**config.mk**
```make
export PLATFORM = sky130hd
export DESIGN_NAME = adc_axi_dma_wr_engine_flat
export DESIGN_NICKNAME = d
export VERILOG_FILES = /design/src/rtl/adc_dma_pkg.sv /design/src/rtl/adc_axi_dma_wr_engine_if.sv /design/src/rtl/adc_dma_burst_calc.sv /design/src/rtl/adc_axi_dma_wr_engine.sv /design/src/flat_wrapper.sv
export SDC_FILE = /design/constraint.sdc
export NUM_CORES = 1
export LEC_CHECK = 0
export CAP_MARGIN = 10
export CORE_ASPECT_RATIO = 0.5
export CORE_MARGIN = 5
export CORE_UTILIZATION = 45
export CTS_CLUSTER_DIAMETER = 150
export DETAILED_ROUTE_END_ITERATION = 6
export HOLD_SLACK_MARGIN = 0.06
export PLACE_DENSITY = 0.87
export SKIP_LAST_GASP = 1
export SYNTH_ARGS = -nofsm -noshare
export SYNTH_HDL_FRONTEND = slang
export SYNTH_SLANG_ARGS = --single-unit
```
**constraint.sdc**
```tcl
create_clock -name sys_clk -period 6.2 [get_ports sys_clk]
set_input_delay 1.24 -clock sys_clk [delete_from_list [all_inputs] [get_ports sys_clk]]
set_output_delay 1.24 -clock sys_clk [all_outputs]
set_load 0.01 [all_outputs]
```
**src/rtl/adc_dma_pkg.sv**
```systemverilog
// Shared definitions for the ADC DMA write path.
//  - wr_state_e     : write-engine FSM encodings (idle, address, data, response)
//  - AXI_BURST_INCR : AXI4 INCR burst type
//  - BOUNDARY_4K    : AXI4 bursts must not cross this byte boundary
//  - clog2()        : ceiling log2; derives awsize and the byte-to-beat shift
package adc_dma_pkg;

  typedef enum logic [1:0] {
    StIdle,
    StAw,
    StW,
    StB
  } wr_state_e;

  localparam logic [1:0] AXI_BURST_INCR = 2'b01;
  localparam int unsigned BOUNDARY_4K = 4096;

  function automatic int unsigned clog2(input int unsigned value);
    int unsigned result;
    result = 0;
    for (int unsigned i = 0; i < 32; i++) begin
      if ((64'd1 << i) < 64'(value)) result = i + 1;
    end
    return result;
  endfunction

endpackage

```
**src/rtl/adc_axi_dma_wr_engine_if.sv**
```systemverilog
// Bus bundle for the write engine: ADC AXI-Stream input plus the AXI4 write channels.
//  master : engine side (sinks the stream, drives AW/W, accepts B)
//  slave  : system side (stream source, DDR interconnect)
interface adc_axi_dma_wr_engine_if #(
  parameter int unsigned DATA_WDTH = 32,
  parameter int unsigned ADDR_WDTH = 32
);
  logic [DATA_WDTH-1:0]   s_axis_tdata;
  logic                   s_axis_tvalid;
  logic                   s_axis_tready;

  logic [ADDR_WDTH-1:0]   m_axi_awaddr;
  logic [7:0]             m_axi_awlen;
  logic [2:0]             m_axi_awsize;
  logic [1:0]             m_axi_awburst;
  logic                   m_axi_awvalid;
  logic                   m_axi_awready;

  logic [DATA_WDTH-1:0]   m_axi_wdata;
  logic [DATA_WDTH/8-1:0] m_axi_wstrb;
  logic                   m_axi_wlast;
  logic                   m_axi_wvalid;
  logic                   m_axi_wready;

  logic [1:0]             m_axi_bresp;
  logic                   m_axi_bvalid;
  logic                   m_axi_bready;

  modport master (
    input  s_axis_tdata, s_axis_tvalid,
    output s_axis_tready,
    output m_axi_awaddr, m_axi_awlen, m_axi_awsize, m_axi_awburst, m_axi_awvalid,
    input  m_axi_awready,
    output m_axi_wdata, m_axi_wstrb, m_axi_wlast, m_axi_wvalid,
    input  m_axi_wready,
    input  m_axi_bresp, m_axi_bvalid,
    output m_axi_bready
  );

  modport slave (
    output s_axis_tdata, s_axis_tvalid,
    input  s_axis_tready,
    input  m_axi_awaddr, m_axi_awlen, m_axi_awsize, m_axi_awburst, m_axi_awvalid,
    output m_axi_awready,
    input  m_axi_wdata, m_axi_wstrb, m_axi_wlast, m_axi_wvalid,
    output m_axi_wready,
    output m_axi_bresp, m_axi_bvalid,
    input  m_axi_bready
  );
endinterface

```
**src/rtl/adc_dma_burst_calc.sv**
```systemverilog
// Combinational burst sizing: blen = min(remaining, MAX_BURST, beats left in the 4 KB page).
//  addr      in  12          low byte-address bits (offset within the 4 KB page)
//  remaining in  LEN_WDTH    beats still to transfer in the job
//  blen      out 9           beats for the next burst (1..256 when remaining != 0)
module adc_dma_burst_calc
  import adc_dma_pkg::*;
#(
  parameter int unsigned LEN_WDTH  = 32,
  parameter int unsigned DATA_WDTH = 32,
  parameter int unsigned MAX_BURST = 64
) (
  input  logic [11:0]         addr,
  input  logic [LEN_WDTH-1:0] remaining,
  output logic [8:0]          blen
);
  localparam int unsigned BeatShift  = clog2(DATA_WDTH / 8);
  localparam logic [12:0] BeatsPer4k = 13'(BOUNDARY_4K >> BeatShift);

  logic [12:0] to_4k;

  always_comb begin
    to_4k = BeatsPer4k - 13'(addr >> BeatShift);
    blen  = 9'(MAX_BURST);
    if (remaining < LEN_WDTH'(MAX_BURST)) blen = remaining[8:0];
    if (to_4k < 13'(blen)) blen = to_4k[8:0];
  end

endmodule

```
**src/rtl/adc_axi_dma_wr_engine.sv**
```systemverilog
// AXI4 write-DMA engine: takes one (start, addr, len) job, moves ADC stream samples to DDR as
// INCR bursts split at MAX_BURST and 4 KB boundaries, one burst outstanding at a time.
// Ports:
//  sys_clk, sys_rst_n        clock, asynchronous active-low reset
//  cfg_wsoft_rst             synchronous abort back to idle (clears error flag)
//  cfg_wstart/waddr/wlen     job start pulse, byte address, byte length
//  cfg_widle                 1 = no job in progress (low for one cycle on a zero-beat job)
//  bus                       stream input and AXI4 AW/W/B channels (master modport)
//  sts_wr_err                sticky non-OKAY BRESP flag
// Build option: define ADC_DMA_WR_BRESP_CHK_EN to enable BRESP checking; otherwise
// sts_wr_err is tied to 0.
module adc_axi_dma_wr_engine
  import adc_dma_pkg::*;
#(
  parameter int unsigned LEN_WDTH  = 32,
  parameter int unsigned DATA_WDTH = 32,
  parameter int unsigned ADDR_WDTH = 32,
  parameter int unsigned MAX_BURST = 64
) (
  input  logic                    sys_clk,
  input  logic                    sys_rst_n,
  input  logic                    cfg_wsoft_rst,
  input  logic                    cfg_wstart,
  input  logic [ADDR_WDTH-1:0]    cfg_waddr,
  input  logic [LEN_WDTH-1:0]     cfg_wlen,
  output logic                    cfg_widle,
  adc_axi_dma_wr_engine_if.master bus,
  output logic                    sts_wr_err
);
  localparam int unsigned BeatShift = clog2(DATA_WDTH / 8);

  wr_state_e             state_q, state_d;
  logic [ADDR_WDTH-1:0]  addr_q, addr_d;
  logic [LEN_WDTH-1:0]   rem_q, rem_d;
  logic [8:0]            blen_q, blen_d;
  logic [8:0]            beat_q, beat_d;
  logic                  widle_q, widle_d;
  logic                  err_q, err_d;
  logic [8:0]            blen_calc;
  logic [LEN_WDTH-1:0]   job_beats;
  logic                  last_beat;

  adc_dma_burst_calc #(
    .LEN_WDTH  (LEN_WDTH),
    .DATA_WDTH (DATA_WDTH),
    .MAX_BURST (MAX_BURST)
  ) u_burst_calc (
    .addr      (addr_q[11:0]),
    .remaining (rem_q),
    .blen      (blen_calc)
  );

  assign job_beats = cfg_wlen >> BeatShift;
  assign last_beat = (beat_q == blen_q - 9'd1);

  always_comb begin
    state_d = state_q;
    addr_d  = addr_q;
    rem_d   = rem_q;
    blen_d  = blen_q;
    beat_d  = beat_q;
    err_d   = err_q;

    bus.m_axi_awaddr  = addr_q;
    bus.m_axi_awlen   = 8'(blen_calc - 9'd1);
    bus.m_axi_awsize  = 3'(BeatShift);
    bus.m_axi_awburst = AXI_BURST_INCR;
    bus.m_axi_awvalid = 1'b0;
    bus.m_axi_wdata   = bus.s_axis_tdata;
    bus.m_axi_wstrb   = '1;
    bus.m_axi_wlast   = 1'b0;
    bus.m_axi_wvalid  = 1'b0;
    bus.s_axis_tready = 1'b0;
    bus.m_axi_bready  = 1'b0;

    unique case (state_q)
      StIdle: begin
        if (cfg_wstart) begin
          addr_d = cfg_waddr;
          rem_d  = job_beats;
          beat_d = '0;
          if (job_beats != '0) state_d = StAw;
        end
      end
      StAw: begin
        bus.m_axi_awvalid = 1'b1;
        if (bus.m_axi_awready) begin
          blen_d  = blen_calc;
          beat_d  = '0;
          state_d = StW;
        end
      end
      StW: begin
        // Zero-latency pass-through between stream and W channel.
        bus.m_axi_wvalid  = bus.s_axis_tvalid;
        bus.s_axis_tready = bus.m_axi_wready;
        bus.m_axi_wlast   = last_beat;
        if (bus.s_axis_tvalid && bus.m_axi_wready) begin
          beat_d = beat_q + 9'd1;
          if (last_beat) begin
            beat_d  = '0;
            state_d = StB;
          end
        end
      end
      StB: begin
        bus.m_axi_bready = 1'b1;
        if (bus.m_axi_bvalid) begin
          addr_d = addr_q + (ADDR_WDTH'(blen_q) << BeatShift);
          rem_d  = rem_q - LEN_WDTH'(blen_q);
`ifdef ADC_DMA_WR_BRESP_CHK_EN
          if (bus.m_axi_bresp != 2'b00) err_d = 1'b1;
`endif
          state_d = (rem_q == LEN_WDTH'(blen_q)) ? StIdle : StAw;
        end
      end
      default: state_d = StIdle;
    endcase

    // Idle drops for the cycle after any accepted start, including zero-beat jobs.
    widle_d = (state_d == StIdle) && !((state_q == StIdle) && cfg_wstart);

    if (cfg_wsoft_rst) begin
      state_d           = StIdle;
      addr_d            = '0;
      rem_d             = '0;
      blen_d            = '0;
      beat_d            = '0;
      err_d             = 1'b0;
      widle_d           = 1'b1;
      bus.m_axi_awvalid = 1'b0;
      bus.m_axi_wvalid  = 1'b0;
      bus.m_axi_wlast   = 1'b0;
      bus.s_axis_tready = 1'b0;
      bus.m_axi_bready  = 1'b0;
    end
  end

  always_ff @(posedge sys_clk or negedge sys_rst_n) begin
    if (!sys_rst_n) begin
      state_q <= StIdle;
      addr_q  <= '0;
      rem_q   <= '0;
      blen_q  <= '0;
      beat_q  <= '0;
      widle_q <= 1'b1;
      err_q   <= 1'b0;
    end else begin
      state_q <= state_d;
      addr_q  <= addr_d;
      rem_q   <= rem_d;
      blen_q  <= blen_d;
      beat_q  <= beat_d;
      widle_q <= widle_d;
      err_q   <= err_d;
    end
  end

  assign cfg_widle = widle_q;
`ifdef ADC_DMA_WR_BRESP_CHK_EN
  assign sts_wr_err = err_q;
`else
  assign sts_wr_err = 1'b0;
`endif

endmodule

```
**src/flat_wrapper.sv**
```systemverilog
// flat-port wrapper written by rule: the top's interface ports become plain ports
module adc_axi_dma_wr_engine_flat import adc_dma_pkg::*;
#(
  parameter int unsigned LEN_WDTH  = 32,
  parameter int unsigned DATA_WDTH = 32,
  parameter int unsigned ADDR_WDTH = 32,
  parameter int unsigned MAX_BURST = 64
)
  (sys_clk, sys_rst_n, cfg_wsoft_rst, cfg_wstart, cfg_waddr, cfg_wlen, cfg_widle, sts_wr_err, bus_s_axis_tdata, bus_s_axis_tvalid, bus_s_axis_tready, bus_m_axi_awaddr, bus_m_axi_awlen, bus_m_axi_awsize, bus_m_axi_awburst, bus_m_axi_awvalid, bus_m_axi_awready, bus_m_axi_wdata, bus_m_axi_wstrb, bus_m_axi_wlast, bus_m_axi_wvalid, bus_m_axi_wready, bus_m_axi_bresp, bus_m_axi_bvalid, bus_m_axi_bready);
  adc_axi_dma_wr_engine_if #(.DATA_WDTH(DATA_WDTH), .ADDR_WDTH(ADDR_WDTH)) bus_i ();
  input  logic sys_clk;
  input  logic sys_rst_n;
  input  logic cfg_wsoft_rst;
  input  logic cfg_wstart;
  input  logic [ADDR_WDTH-1:0] cfg_waddr;
  input  logic [LEN_WDTH-1:0] cfg_wlen;
  output logic cfg_widle;
  output logic sts_wr_err;
  input wire logic [$bits(bus_i.s_axis_tdata)-1:0] bus_s_axis_tdata;
  input wire logic [$bits(bus_i.s_axis_tvalid)-1:0] bus_s_axis_tvalid;
  output wire logic [$bits(bus_i.s_axis_tready)-1:0] bus_s_axis_tready;
  output wire logic [$bits(bus_i.m_axi_awaddr)-1:0] bus_m_axi_awaddr;
  output wire logic [$bits(bus_i.m_axi_awlen)-1:0] bus_m_axi_awlen;
  output wire logic [$bits(bus_i.m_axi_awsize)-1:0] bus_m_axi_awsize;
  output wire logic [$bits(bus_i.m_axi_awburst)-1:0] bus_m_axi_awburst;
  output wire logic [$bits(bus_i.m_axi_awvalid)-1:0] bus_m_axi_awvalid;
  input wire logic [$bits(bus_i.m_axi_awready)-1:0] bus_m_axi_awready;
  output wire logic [$bits(bus_i.m_axi_wdata)-1:0] bus_m_axi_wdata;
  output wire logic [$bits(bus_i.m_axi_wstrb)-1:0] bus_m_axi_wstrb;
  output wire logic [$bits(bus_i.m_axi_wlast)-1:0] bus_m_axi_wlast;
  output wire logic [$bits(bus_i.m_axi_wvalid)-1:0] bus_m_axi_wvalid;
  input wire logic [$bits(bus_i.m_axi_wready)-1:0] bus_m_axi_wready;
  input wire logic [$bits(bus_i.m_axi_bresp)-1:0] bus_m_axi_bresp;
  input wire logic [$bits(bus_i.m_axi_bvalid)-1:0] bus_m_axi_bvalid;
  output wire logic [$bits(bus_i.m_axi_bready)-1:0] bus_m_axi_bready;
  assign bus_i.s_axis_tdata = bus_s_axis_tdata;
  assign bus_i.s_axis_tvalid = bus_s_axis_tvalid;
  assign bus_s_axis_tready = bus_i.s_axis_tready;
  assign bus_m_axi_awaddr = bus_i.m_axi_awaddr;
  assign bus_m_axi_awlen = bus_i.m_axi_awlen;
  assign bus_m_axi_awsize = bus_i.m_axi_awsize;
  assign bus_m_axi_awburst = bus_i.m_axi_awburst;
  assign bus_m_axi_awvalid = bus_i.m_axi_awvalid;
  assign bus_i.m_axi_awready = bus_m_axi_awready;
  assign bus_m_axi_wdata = bus_i.m_axi_wdata;
  assign bus_m_axi_wstrb = bus_i.m_axi_wstrb;
  assign bus_m_axi_wlast = bus_i.m_axi_wlast;
  assign bus_m_axi_wvalid = bus_i.m_axi_wvalid;
  assign bus_i.m_axi_wready = bus_m_axi_wready;
  assign bus_i.m_axi_bresp = bus_m_axi_bresp;
  assign bus_i.m_axi_bvalid = bus_m_axi_bvalid;
  assign bus_m_axi_bready = bus_i.m_axi_bready;
  adc_axi_dma_wr_engine #(.LEN_WDTH(LEN_WDTH), .DATA_WDTH(DATA_WDTH), .ADDR_WDTH(ADDR_WDTH), .MAX_BURST(MAX_BURST)) u_core (.sys_clk(sys_clk), .sys_rst_n(sys_rst_n), .cfg_wsoft_rst(cfg_wsoft_rst), .cfg_wstart(cfg_wstart), .cfg_waddr(cfg_waddr), .cfg_wlen(cfg_wlen), .cfg_widle(cfg_widle), .bus(bus_i), .sts_wr_err(sts_wr_err));
endmodule
```
# After elaboration in Yosys (flattened, before gate mapping)
# Cells that the tools add are included.
# W data, S select, Z words.
[word_totals]
register_bits = 85
latch_bits = 0
mem_bits_rw = 0
rom_bits = 0
in_bits = 106
output_inout_bits = 88
elab_cells = 76
memories = 0
[classes]
addsub = 6
multipliers = 0
div = 0
n_lt_le_gt_ge = 2
n_eq_ne = 9
shift = 0
n_mux = 39
n_bitwise = 0
reduce_logical = 14
[op_table]
columns = ["op", "n"]
rows = [
  ["$mux W32", 6],
  ["$pmux W32 S2", 2],
  ["$mux W9", 10],
  ["$add A32 B11 Y32", 1],
  ["$eq A32 B9 Y1", 1],
  ["$lt A32 B7 Y1 const B", 1],
  ["$reduce_bool A32 Y1", 1],
  ["$sub A32 B9 Y32", 1],
  ["$pmux W9 S3", 1],
  ["$mux W2", 7],
  ["$lt A13 B9 Y1", 1],
  ["$mux W1", 12],
  ["$sub A11 B10 Y12 const A", 1],
  ["$add A9 B1 Y9 const B", 1],
  ["$eq A9 B9 Y1", 1],
  ["$ne A3 B3 Y1 const B", 3],
  ["$sub A9 B1 Y9 const B", 1],
  ["$pmux W2 S4", 1],
  ["$sub A8 B1 Y8 const B", 1],
  ["$eq A2 B2 Y1 const B", 2],
  ["$logic_not A2 Y1", 2],
  ["$reduce_and A4 Y1", 1],
  ["$reduce_bool A2 Y1", 2],
  ["$reduce_bool A4 Y1", 1],
  ["other kinds (7)", 9],
]

# Logic depth before layout (Yosys ltp)
# Gate-level depths: netlist of the first run.
[logic_depth]
depth_word = 8
depth_mapped = 20
depth_no_buf = 18

# Cells and area by module
# Synthesis of the first run repeated with hierarchy kept, for this count alone.
[hier_totals]
cells_unflattened = 849
area_unflattened_um2 = 6887.9
[modules_own_cells]
columns = ["mod", "instances", "cells_per_inst", "area_each_um2", "seq_area_each_um2"]
rows = [
  ["adc_axi_dma_wr_engine", 1, 767, 6291.0, 2128.3],
  ["adc_dma_burst_calc", 1, 82, 596.8, 0.0],
]

# Worst setup path after synthesis of the first run
# OpenSTA, ideal clock, no wires.
[synth_path]
path_type = "register to output"
from = "register u_core.rem_q[15]"
to = "output bus_m_axi_awlen[6]"
t_arrival_ps = 4634
t_required_ps = 4960
path_slack_ps = 326
path_stages_with_launch = 18
path_buffers = 1
cell_sequence = "dfrtp_1 > nor4_4 > nand2_1 > nor4_1 > clkbuf_1 > and2_1 > inv_1 > ha_1 > a21o_1 > a21oi_1 > nand4_1 > a2111oi_4 > mux2i_1 > ha_1 > inv_1 > nor4_1 > a311oi_1 > a21oi_1"
[synth_between]
elab_chain_cells = 5
[synth_lines]
columns = ["item", "line", "rtl"]
rows = [
  ["from (decl)", "adc_axi_dma_wr_engine.sv:34", "logic [LEN_WDTH-1:0] rem_q, rem_d;"],
  ["from (signal assigned)", "adc_axi_dma_wr_engine.sv:151", "rem_q <= rem_d;"],
  ["$lt A32 B7 Y1 *", "adc_dma_burst_calc.sv:24", "if (remaining < LEN_WDTH'(MAX_BURST)) blen = remaining[8:0];"],
  ["$mux W9 *", "adc_dma_burst_calc.sv:24", ""],
  ["$lt A13 B9 Y1", "adc_dma_burst_calc.sv:25", "if (to_4k < 13'(blen)) blen = to_4k[8:0];"],
  ["$mux W9 *", "adc_dma_burst_calc.sv:25", ""],
  ["$sub A8 B1 Y8 *", "adc_axi_dma_wr_engine.sv:65", "bus.m_axi_awlen = 8'(blen_calc - 9'd1);"],
  ["to (decl)", "flat_wrapper.sv:23", "output wire logic [$bits(bus_i.m_axi_awlen)-1:0] bus_m_axi_awlen;"],
]
# Every way passes the cells marked *; elsewhere a longest branch is shown, timed or not.

# Worst setup path in the final report of the first run
[layout_path]
from = "register u_core.rem_q[23]"
to = "output bus_m_axi_awlen[4]"
# The elaborated chain is that of the path after synthesis.

==> results of run 1 <==
==> where the power goes <==
part	switching, mW	internal, mW
logic	0.354	0.301
clock network	0.244	0.315
registers	0.0861	0.603
==> cells in the final DEF (no fill, tap or decap), drive strengths merged, types with 5 or more instances in the layout <==
cell type	count
inv	38
nand2	82
a211oi	13
xnor2	19
clkbuf	10
and3	6
dfrtp	84
or3	20
nand3	35
o21a	5
o311ai	20
clkdlybuf4s50	111
o21ai	40
conb	12
a22o	5
nand4	13
nand2b	10
o31ai	6
a21oi	38
a21o	11
nor2	59
buf	31
o211ai	18
xor2	15
a22oi	11
nor3	28
o41ai	5
or4	8
ha	30
nor4	22
nor2b	11
and2	8
mux2i	16
a31oi	7
a32o	12
==> how the worst max path moves through the flow <==
| stage | from | endpoint | cells past startpoint |
|---|---|---|---|
| after floorplan | u_core.rem_q[15] | bus_m_axi_awlen[6] | 17 |
| after global placement | u_core.rem_q[15] | bus_m_axi_awlen[6] | 18 |
| after detailed placement | u_core.rem_q[15] | bus_m_axi_awlen[6] | 18 |
| after CTS | u_core.rem_q[13] | bus_m_axi_awlen[6] | 20 |
| after global routing | u_core.rem_q[21] | bus_m_axi_awlen[6] | 21 |
| final | u_core.rem_q[23] | bus_m_axi_awlen[4] | 21 |
==> registers in the layout (all words and copies together) (netlist names) <==
signal / flops
u_core.beat_q: 9
u_core.state_q: 2
u_core.bus.m_axi_awaddr: 32
u_core.blen_q: 9
u_core.cfg_widle: 1
u_core.rem_q: 32
==> layout make-up <==
type / count / area [µm²] / area share
clock buffer: 9 / 225 / 0.0265
sequential: 85 / 2130 / 0.251
clock inverter: 7 / 73.8 / 0.00869
timing repair buffer: 145 / 1380 / 0.162
tap: 198 / 248 / 0.0292
multi-input combinational: 636 / 4300 / 0.506
inverter: 36 / 135 / 0.0159
==> repair_timing <==
item / 4_1_cts / 5_1_grt
setup buffers: 5 / 6
hold endpoints to repair: 0 / 0
cloned: 0 / 0
pin swaps: 5 / 5
resized for setup: 15 / 17
endpoints found under the setup margin: 3 / 3
==> kinds of logic (layout without fill, tap and decap cells) <==
| family | Yosys count | count (layout) | share of synthesized area |
|---|---|---|---|
| buffers and inverters | 119 | 197 | 0.0888 |
| AO/OA/AOI/OAI | 220 | 220 | 0.231 |
| AND/OR/NAND/NOR | 319 | 319 | 0.238 |
| XOR/XNOR | 34 | 34 | 0.0433 |
| other | 2 | 12 | 0.00109 |
| multiplexers | 19 | 19 | 0.0282 |
| flip-flops | 85 | 85 | 0.309 |
| adder cells (fa/ha/maj) | 32 | 32 | 0.0604 |
==> routing by layer <==
metal / track usage / share of wire / up-vias
li1: - / - / 3194
met1: 0.299 / 0.40 / 3397
met2: 0.374 / 0.48 / 414
met3: 0.0475 / 0.090 / 107
met4: 0.105 / 0.036 / 0
met5: 0 / 0 / -
==> worst max-delay path, stage by stage, from the launching register on <==
cell and delay, ps:
dfrtp_1 460, nor4_4 300, nand2_2 170, nor4_4 270
buf_6 180, and2_1 160, inv_1 50, ha_1 310
a21o_1 180, a21oi_2 150, buf_4 130, a21oi_1 90
a2111oi_4 370, buf_4 210, mux2_2 350, ha_2 200
buf_4 140, nand2b_1 90, nor2_1 60, xnor2_1 140
a21oi_1 190, clkbuf_2 160
==> stage by stage <==
| step | setup WS (ps) | power, mW | hold WS, ps |
|---|---|---|---|
| floorplan | 326 | 1.08 | 463 |
| global placement | 51.8 | 1.28 | 487 |
| detailed placement | -92.6 | 1.30 | 500 |
| CTS | -15.3 | 1.87 | 518 |
| global route | 19.8 | 1.99 | 554 |
| finish | 249 | 1.90 | 530 |
==> impl_metrics.toml, run 1 <==
[place]
hpwl_mm = 15.3
gp_congestion = 0.923
place_area_mm2 = 0.00799
dp_cells = 1089
port_buffers = 115

[routing]
via_count = 7112
viasPerCell = 6.37
first_iter_violations = 899
wirelength_mm = 21.8
ant_nets = 0
drt_drc_violations_left = 0
firstDrtPassIters = 6
wl_per_cell_um = 19.5

[cts]
hold_buffers = 0
htreeDepth = 3
numCtsBuffers = 9
clk_latency_ps = 350
clockBufferDepth = 2
cts_tree = "done"
clock_sink_count = 85
clockRootBuffer = "clkbuf_16"
path_clk_slew_ps = 60

[floorplanning]
start_util = 0.468
num_io_pins = 194
rows = 31
core-area_mm2 = 0.0147
die_w_um = 185
die_h_um = 97.4
dieArea_mm2 = 0.0180

[sta]
setup_viol = 0
timing.slew.headroom = 0.252
timing.fmax_ghz = 0.168
drv_slew = 0
period_needed_ps = 5950
tns_ps = 0
hold_viol = 0
rsz0062_at_grt = "false"
max_slew.worst_pin.slew_ps = 1120
clock_skew_ps = 8.21
period_share = 0.960

[global_routing]
grt_max_degree = 86
grt_usage = 0.232
grt-ovfl-total = 0
grt_pass1_vias = 6780
antenna_found_initial = 0
grt_pass1_wl_mm = 34.4

[setup_path]
reg2reg_to = "u_core.blen_q[4]"
reg2reg_from = "u_core.rem_q[23]"
path_class = "register to primary output"
crit_path_end_kind = "primary output"
rrSetupSlack_ps = 2310
rr_worst_depth = 17
crit_arrival_ps = 4710
critPathMaxFanout = 6
crit_required_ps = 4960
start_kind = "register"

[logic_synthesis]
synthTopCellsByArea = "dfrtp_1 31%, ha_1 5.5%, buf_4 4.7%, nand2_1 4.5%, nor2_1 3.2%"
synth.distinct_cells = 69
yosys-top-cells-count = "84 x dfrtp_1, 82 x nand2_1, 59 x nor2_1, 43 x buf_4, 40 x o21ai_0"
ys.flop_type = "dfrtp_1"
synth_warnings = 0
synth_edf_count = 0
yosysMostFrequentCell = "dfrtp_1"
async_reset_ff_frac = 1.00
synth_area_mm2 = 0.00688
synth_top_area_cell = "dfrtp_1"
ys_ff_latch = 85
netlist_instances = 830
syn_avg_cell_area_um2 = 8.29
synth_top_area_share = 0.306
yosysSeqAreaShare = 0.309

[cells_and_area]
final_area_mm2 = 0.00849
layoutNonFillerInstCount = 1116
drive_gt1_frac = 0.0937
fin_nets = 1051
syn_to_final_growth_pct = 23.5
fillers = 1196
antenna_cells = 0
fin_util = 0.578

[run]
maxCapViolCount = 0

[pwr]
vdd_drop_max_mv = 0.166
powerDensity_mw_per_mm2 = 224
p_leak_nw = 3.45

[min_path]
min_path_type = "register to register"
hold_path_end = "u_core.rem_q[7]"
hold_depth = 2
hold_path.startpoint = "u_core.rem_q[7]"

[status]
outcome = "completed"
Note: power is estimated with default switching activity, not from simulation.
==> run 2: changes to the inputs <==
--- a/config.mk
+++ b/config.mk
@@ -6,7 +6,6 @@
 export NUM_CORES = 1
 export LEC_CHECK = 0
 export CAP_MARGIN = 10
-export CORE_ASPECT_RATIO = 0.5
 export CORE_MARGIN = 5
 export CORE_UTILIZATION = 45
 export CTS_CLUSTER_DIAMETER = 150
==> run 2 against run 1 <==
Against the previous run: combinational power fell by 0.6%; fmax rose by 0.80%; final cell count shrank 0.81%; clock skew fell by 2.3 ps; global-route usage up 0.75 points; clock power increased by 7.0%; utilization shrank 1.7 points; critical path depth is 2 lower; critical path type unchanged; critical endpoint unchanged.
==> impl_metrics.toml, run 2 (synthesized netlist as in run 1, its figures left out) <==
[floorplanning]
start_util = 0.456
rows = 45
die_h_um = 134
core-area_mm2 = 0.0151
num_io_pins = 194
die_w_um = 134
dieArea_mm2 = 0.0179

[setup_path]
path_class = "register to primary output"
crit_arrival_ps = 4660
crit_required_ps = 4960
critPathMaxFanout = 5
crit_path_end_kind = "primary output"
start_kind = "register"

[status]
outcome = "completed"

[global_routing]
grt_pass1_vias = 6853
grt_usage = 0.239
busiest_layer = "met2"
grt_max_degree = 63
antenna_found_initial = 0
grt_pass1_wl_mm = 35.0
grt_util_met3 = 0.0551
grt-ovfl-total = 0
grt_use_met2 = 0.383
grtUsageMet1 = 0.314

[cts]
clk_latency_ps = 340
path_clk_slew_ps = 70
htreeDepth = 3
clockRootBuffer = "clkbuf_16"
clockBufferDepth = 2
numCtsBuffers = 9
cts_tree = "done"
clock_sink_count = 85

[sta]
setup_viol = 0
clock_skew_ps = 5.91
timing.slew.headroom = 0.212
hold_viol = 0
tns_ps = 0
timing.fmax_ghz = 0.169
whs_ps = 536
period_needed_ps = 5900
drv_slew = 0
max_slew.worst_pin.slew_ps = 1180
rsz0062_at_grt = "false"
period_share = 0.952

[cells_and_area]
drive_gt1_frac = 0.0860
final_common_cell = "clkdlybuf4s50_1"
fillers = 1333
antenna_cells = 0
final_cell_mix = "112 x clkdlybuf4s50_1, 81 x nand2_1, 80 x dfrtp_1"
syn_to_final_growth_pct = 23.0
fin_util = 0.561
fin_nets = 1052
register_area_mm2 = 0.00213
multiInputGateArea_mm2 = 0.00425

[routing]
drt_drc_violations_left = 0
via_count = 7129
firstDrtPassIters = 6
ant_nets = 0
first_iter_violations = 951
wirelength_mm = 22.0
wl_per_cell_um = 19.9
viasPerCell = 6.44

[pwr]
powerDensity_mw_per_mm2 = 229
p_leak_nw = 3.47
p_total_mw = 1.94
vdd_drop_max_mv = 0.121

[place]
gp_congestion = 0.926
port_buffers = 115
hpwl_mm = 15.8

[run]
maxCapViolCount = 0

[min_path]
min_path_type = "register to register"
-- run 2: report_power, final --
group	internal (mW)	leakage [nW]	total, mW	switching, mW
Clock	0.363	0.158	0.597	0.233
Combinational	0.298	2.20	0.651	0.353
Sequential	0.604	1.11	0.690	0.0859
Total	1.27	3.47	1.94	0.672
-- run 2: area by class of cell --
class                           count  share of cell area
Timing Repair Buffer              146               0.164
Clock inverter                      6              0.0102
Clock buffer                       10              0.0282
Multi-Input combinational cell    636               0.502
Tap cell                          188              0.0278
Inverter                           36              0.0160
Sequential cell                    85               0.252
-- run 2: worst paths after layout --
kind	slack (ps)	end	cells past startpoint	startpoint
worst max-delay path	300	bus_m_axi_awlen[4]	19	u_core.rem_q[15]
worst max register to register	2350	u_core.blen_q[4]	15	u_core.rem_q[15]
worst min register to register	540	u_core.bus.m_axi_awaddr[1]	2	u_core.bus.m_axi_awaddr[1]
worst min-delay path	540	u_core.bus.m_axi_awaddr[1]	2	u_core.bus.m_axi_awaddr[1]
max in group asynchronous	4230	u_core.rem_q[12]	2	sys_rst_n
min in group asynchronous	790	u_core.bus.m_axi_awaddr[4]	1	sys_rst_n
-- run 2: timing repair --
item,CTS,global route
resized for setup,4,15
buffers inserted,7,4
setup endpoints to repair,2,2
hold buffers,0,0
pin swaps,3,6
-- run 2: metrics by stage --
| step | setup slack, ps | cells | area (µm²) |
|---|---|---|---|
| global placement | 215 | 1080 | 7980 |
| global route | 29.3 | 1107 | 8460 |
| finish | 296 | 1107 | 8460 |
| floorplan | 326 | 840 | 6910 |
| CTS | 26.8 | 1103 | 8380 |
| detailed placement | 44.9 | 1080 | 7980 |
-- run 2: metal layers --
layer,vias to the layer above,share of wire
li1,3214,-
met3,69,0.11
met1,3386,0.39
met2,460,0.47
met5,-,0
met4,0,0.032
-- run 2: critical path, stage by stage (launching register included) --
cell and delay [ps]:
dfrtp_2 440, nor4_4 330, nand2_2 130, nor4_4 290
buf_4 200, and2_1 160, inv_1 50, ha_1 300
a21o_1 180, a21oi_2 150, nand4_1 140, a2111oi_4 530
mux2i_1 300, ha_2 250, inv_1 90, o311ai_1 240
o21ai_1 110, nor3_1 210, a21oi_1 60, dlymetal6s2s_1 170
==> run 3: changes to the inputs <==
--- a/config.mk
+++ b/config.mk
@@ -5,13 +5,14 @@
 export SDC_FILE = /design/constraint.sdc
 export NUM_CORES = 1
 export LEC_CHECK = 0
+export ABC_AREA = 1
 export CAP_MARGIN = 10
 export CORE_MARGIN = 5
 export CORE_UTILIZATION = 45
 export CTS_CLUSTER_DIAMETER = 150
 export DETAILED_ROUTE_END_ITERATION = 6
 export HOLD_SLACK_MARGIN = 0.06
-export PLACE_DENSITY = 0.87
+export PLACE_DENSITY = 0.86
 export SKIP_LAST_GASP = 1
 export SYNTH_ARGS = -nofsm -noshare
 export SYNTH_HDL_FRONTEND = slang
==> run 3 against run 2 <==
Against the previous run: utilization shrank 1.4 points; setup slack gained 220 ps; non-clock buffer count shrank 24; design area grew 2.6%; power grew 7.0%; flip-flop and latch count is the same; die area grew 5.4%; critical path depth grew 2; clock power is essentially flat; clock skew grew 3.6 ps; global-route usage shrank 1.5 points; worst hold slack lost 53 ps; critical path type unchanged; critical endpoint unchanged; largest power group is now combinational logic.
==> impl_metrics.toml, run 3 <==
[cts]
post_cts_resized = 0
cts_tree = "done"
clockRootBuffer = "clkbuf_16"
path_clk_slew_ps = 70
clockBufferDepth = 2
clock_sink_count = 85
clk_latency_ps = 360
hold_buffers = 0
htreeDepth = 3
numCtsBuffers = 9
cts_setup_buffers = 0

[cells_and_area]
fin_nets = 1293
final_cell_mix = "188 x nand2_1, 137 x nor2_1, 128 x inv_1"
antenna_cells = 0
drive_gt1_frac = 0.0578
final_area_mm2 = 0.00868
syn_to_final_growth_pct = 19.2
fin_util = 0.546
final_common_cell = "nand2_1"

[setup_path]
start_kind = "register"
crit_path_end_kind = "primary output"
critPathMaxFanout = 11
crit_top_cell = "nand2_1"
crit_arrival_ps = 4450
path_cells = "inv_1 -> ha_1 -> nand2_1 -> nor3_1 -> nand2_1 -> nor2_1 -> xnor2_1 -> ha_1 -> a21oi_1 -> o31a_1 -> nand2_1 -> nor2_4 -> nand2_4 -> o21ai_2 -> inv_1 -> ha_1 -> inv_1 -> nor2_4 -> nand2_1 -> xor2_1 -> clkdlybuf4s50_1"
cp_slowest_cell = "clkdlybuf4s50_1"
crit_required_ps = 4960
path_class = "register to primary output"
cp_slowest_stage_delay_ps = 550

[sta]
rsz0062_at_grt = "false"
period_share = 0.917
timing.slew.headroom = 0.378
clock_skew_ps = 9.55
setup_viol = 0
drv_slew = 0
tns_ps = 0
hold_viol = 0
timing.fmax_ghz = 0.176
max_slew.worst_pin.slew_ps = 928
period_needed_ps = 5690

[place]
place_area_mm2 = 0.00835
port_buffers = 115
gp_congestion = 0.911
hpwl_mm = 15.6

[pwr]
p_leak_nw = 3.84
vdd_drop_max_mv = 0.136
p_total_mw = 2.07
powerDensity_mw_per_mm2 = 239

[status]
outcome = "completed"

[global_routing]
antenna_found_initial = 0
grt_pass1_wl_mm = 33.8
grt_pass1_vias = 6996
grt_max_degree = 64
grt-ovfl-total = 0
grt_usage = 0.224

[routing]
wl_per_cell_um = 14.9
firstDrtPassIters = 6
drt_drc_violations_left = 0
wirelength_mm = 20.6
viasPerCell = 5.45
via_count = 7506
first_iter_violations = 706
ant_nets = 0

[logic_synthesis]
synth_top_area_cell = "dfrtp_1"
yosys-top-cells-count = "189 x nand2_1, 137 x nor2_1, 128 x inv_1, 119 x nand3_1, 84 x dfrtp_1"
synth.distinct_cells = 48
syn_avg_cell_area_um2 = 6.71
yosysSeqAreaShare = 0.292
ys.flop_type = "dfrtp_1"
synth_edf_count = 0
synth_top_area_share = 0.289
synth_area_mm2 = 0.00728
netlist_instances = 1085
synth_warnings = 0
async_reset_ff_frac = 1.00
yosysMostFrequentCell = "nand2_1"
ys_ff_latch = 85
synthTopCellsByArea = "dfrtp_1 29%, nand2_1 9.7%, nand3_1 8.2%, nor2_1 7.1%, inv_1 6.6%"

[floorplanning]
die_h_um = 137
die_w_um = 137
num_io_pins = 194
dieArea_mm2 = 0.0188
start_util = 0.458
core-area_mm2 = 0.0159
rows = 46

[run]
maxCapViolCount = 0

[min_path]
min_path_type = "register to register"
run 3: cell count changes after synthesis, sizes merged, moves of 13 or more:
cell	before	now
a21oi	38	59
a31oi	7	40
inv	36	129
mux2i	16	0
nand2	82	204
nand3	35	119
nor2	59	149
o211ai	18	5
o21ai	40	63
o311ai	20	0
or3	20	0
run 3: where the power goes:
part	leakage [nW]	internal [mW]	total, mW	switching (mW)
clock	0.148	0.354	0.600	0.245
sequential	1.08	0.623	0.715	0.0919
combinational	2.61	0.325	0.757	0.432
run 3: stage by stage:
step	cells	setup slack, ps	hold WS [ps]
2_1_floorplan	1095	1590	503
3_3_place_gp	1360	923	454
3_5_place_dp	1360	802	464
4_1_cts	1376	398	482
5_1_grt	1376	133	511
6_report	1376	512	483
run 3: cell type report:
cell class	instances	area [µm²]
Fill cell	1500	7200
Multi-Input combinational cell	804	4260
Sequential cell	85	2130
Timing Repair Buffer	122	1200
Inverter	133	499
Tap cell	216	270
Clock buffer	9	225
Clock inverter	7	100
run 3: path summary, 6_finish.rpt:
path	startpoint	endpoint	slack, ps	cells past startpoint
setup / recovery	u_core.bus.m_axi_awaddr[2]	bus_m_axi_awlen[4]	510	21
hold / removal	u_core.bus.m_axi_awaddr[1]	u_core.bus.m_axi_awaddr[1]	480	2
setup reg to reg	u_core.state_q[1]	u_core.beat_q[2]	2790	10
hold reg to reg	u_core.bus.m_axi_awaddr[1]	u_core.bus.m_axi_awaddr[1]	480	2
max in group asynchronous	sys_rst_n	u_core.bus.m_axi_awaddr[9]	4320	2
min in group asynchronous	sys_rst_n	u_core.rem_q[15]	880	1
run 3: kinds of logic (layout without fill, tap and decap cells):
logic type / Yosys count / after routing / synth area share
and+or+nand+nor: 531 / 531 / 0.328
buffers and inverters: 206 / 271 / 0.129
AOI/OAI and AO/OA: 195 / 195 / 0.152
DFF: 85 / 85 / 0.292
xor gates and xnor gates: 34 / 34 / 0.0409
adders and majority gates: 32 / 32 / 0.0571
other: 2 / 12 / 0.00103
run 3: critical path, delay by kind of cell (launching register included):
family | cells | cell delay (ps)
and+or+nand+nor | 9 | 1110
buffers and inverters | 4 | 900
adders and majority gates | 3 | 730
AOI/OAI and AO/OA | 3 | 540
DFF | 1 | 440
xor gates and xnor gates | 2 | 360
run 3: per-layer routing:
metal,global-route usage,vias up,share of wire
met1,0.295,3453,0.42
met5,0,-,0
met4,0.0698,0,0.020
met2,0.371,317,0.48
met3,0.0449,37,0.079
li1,-,3699,-
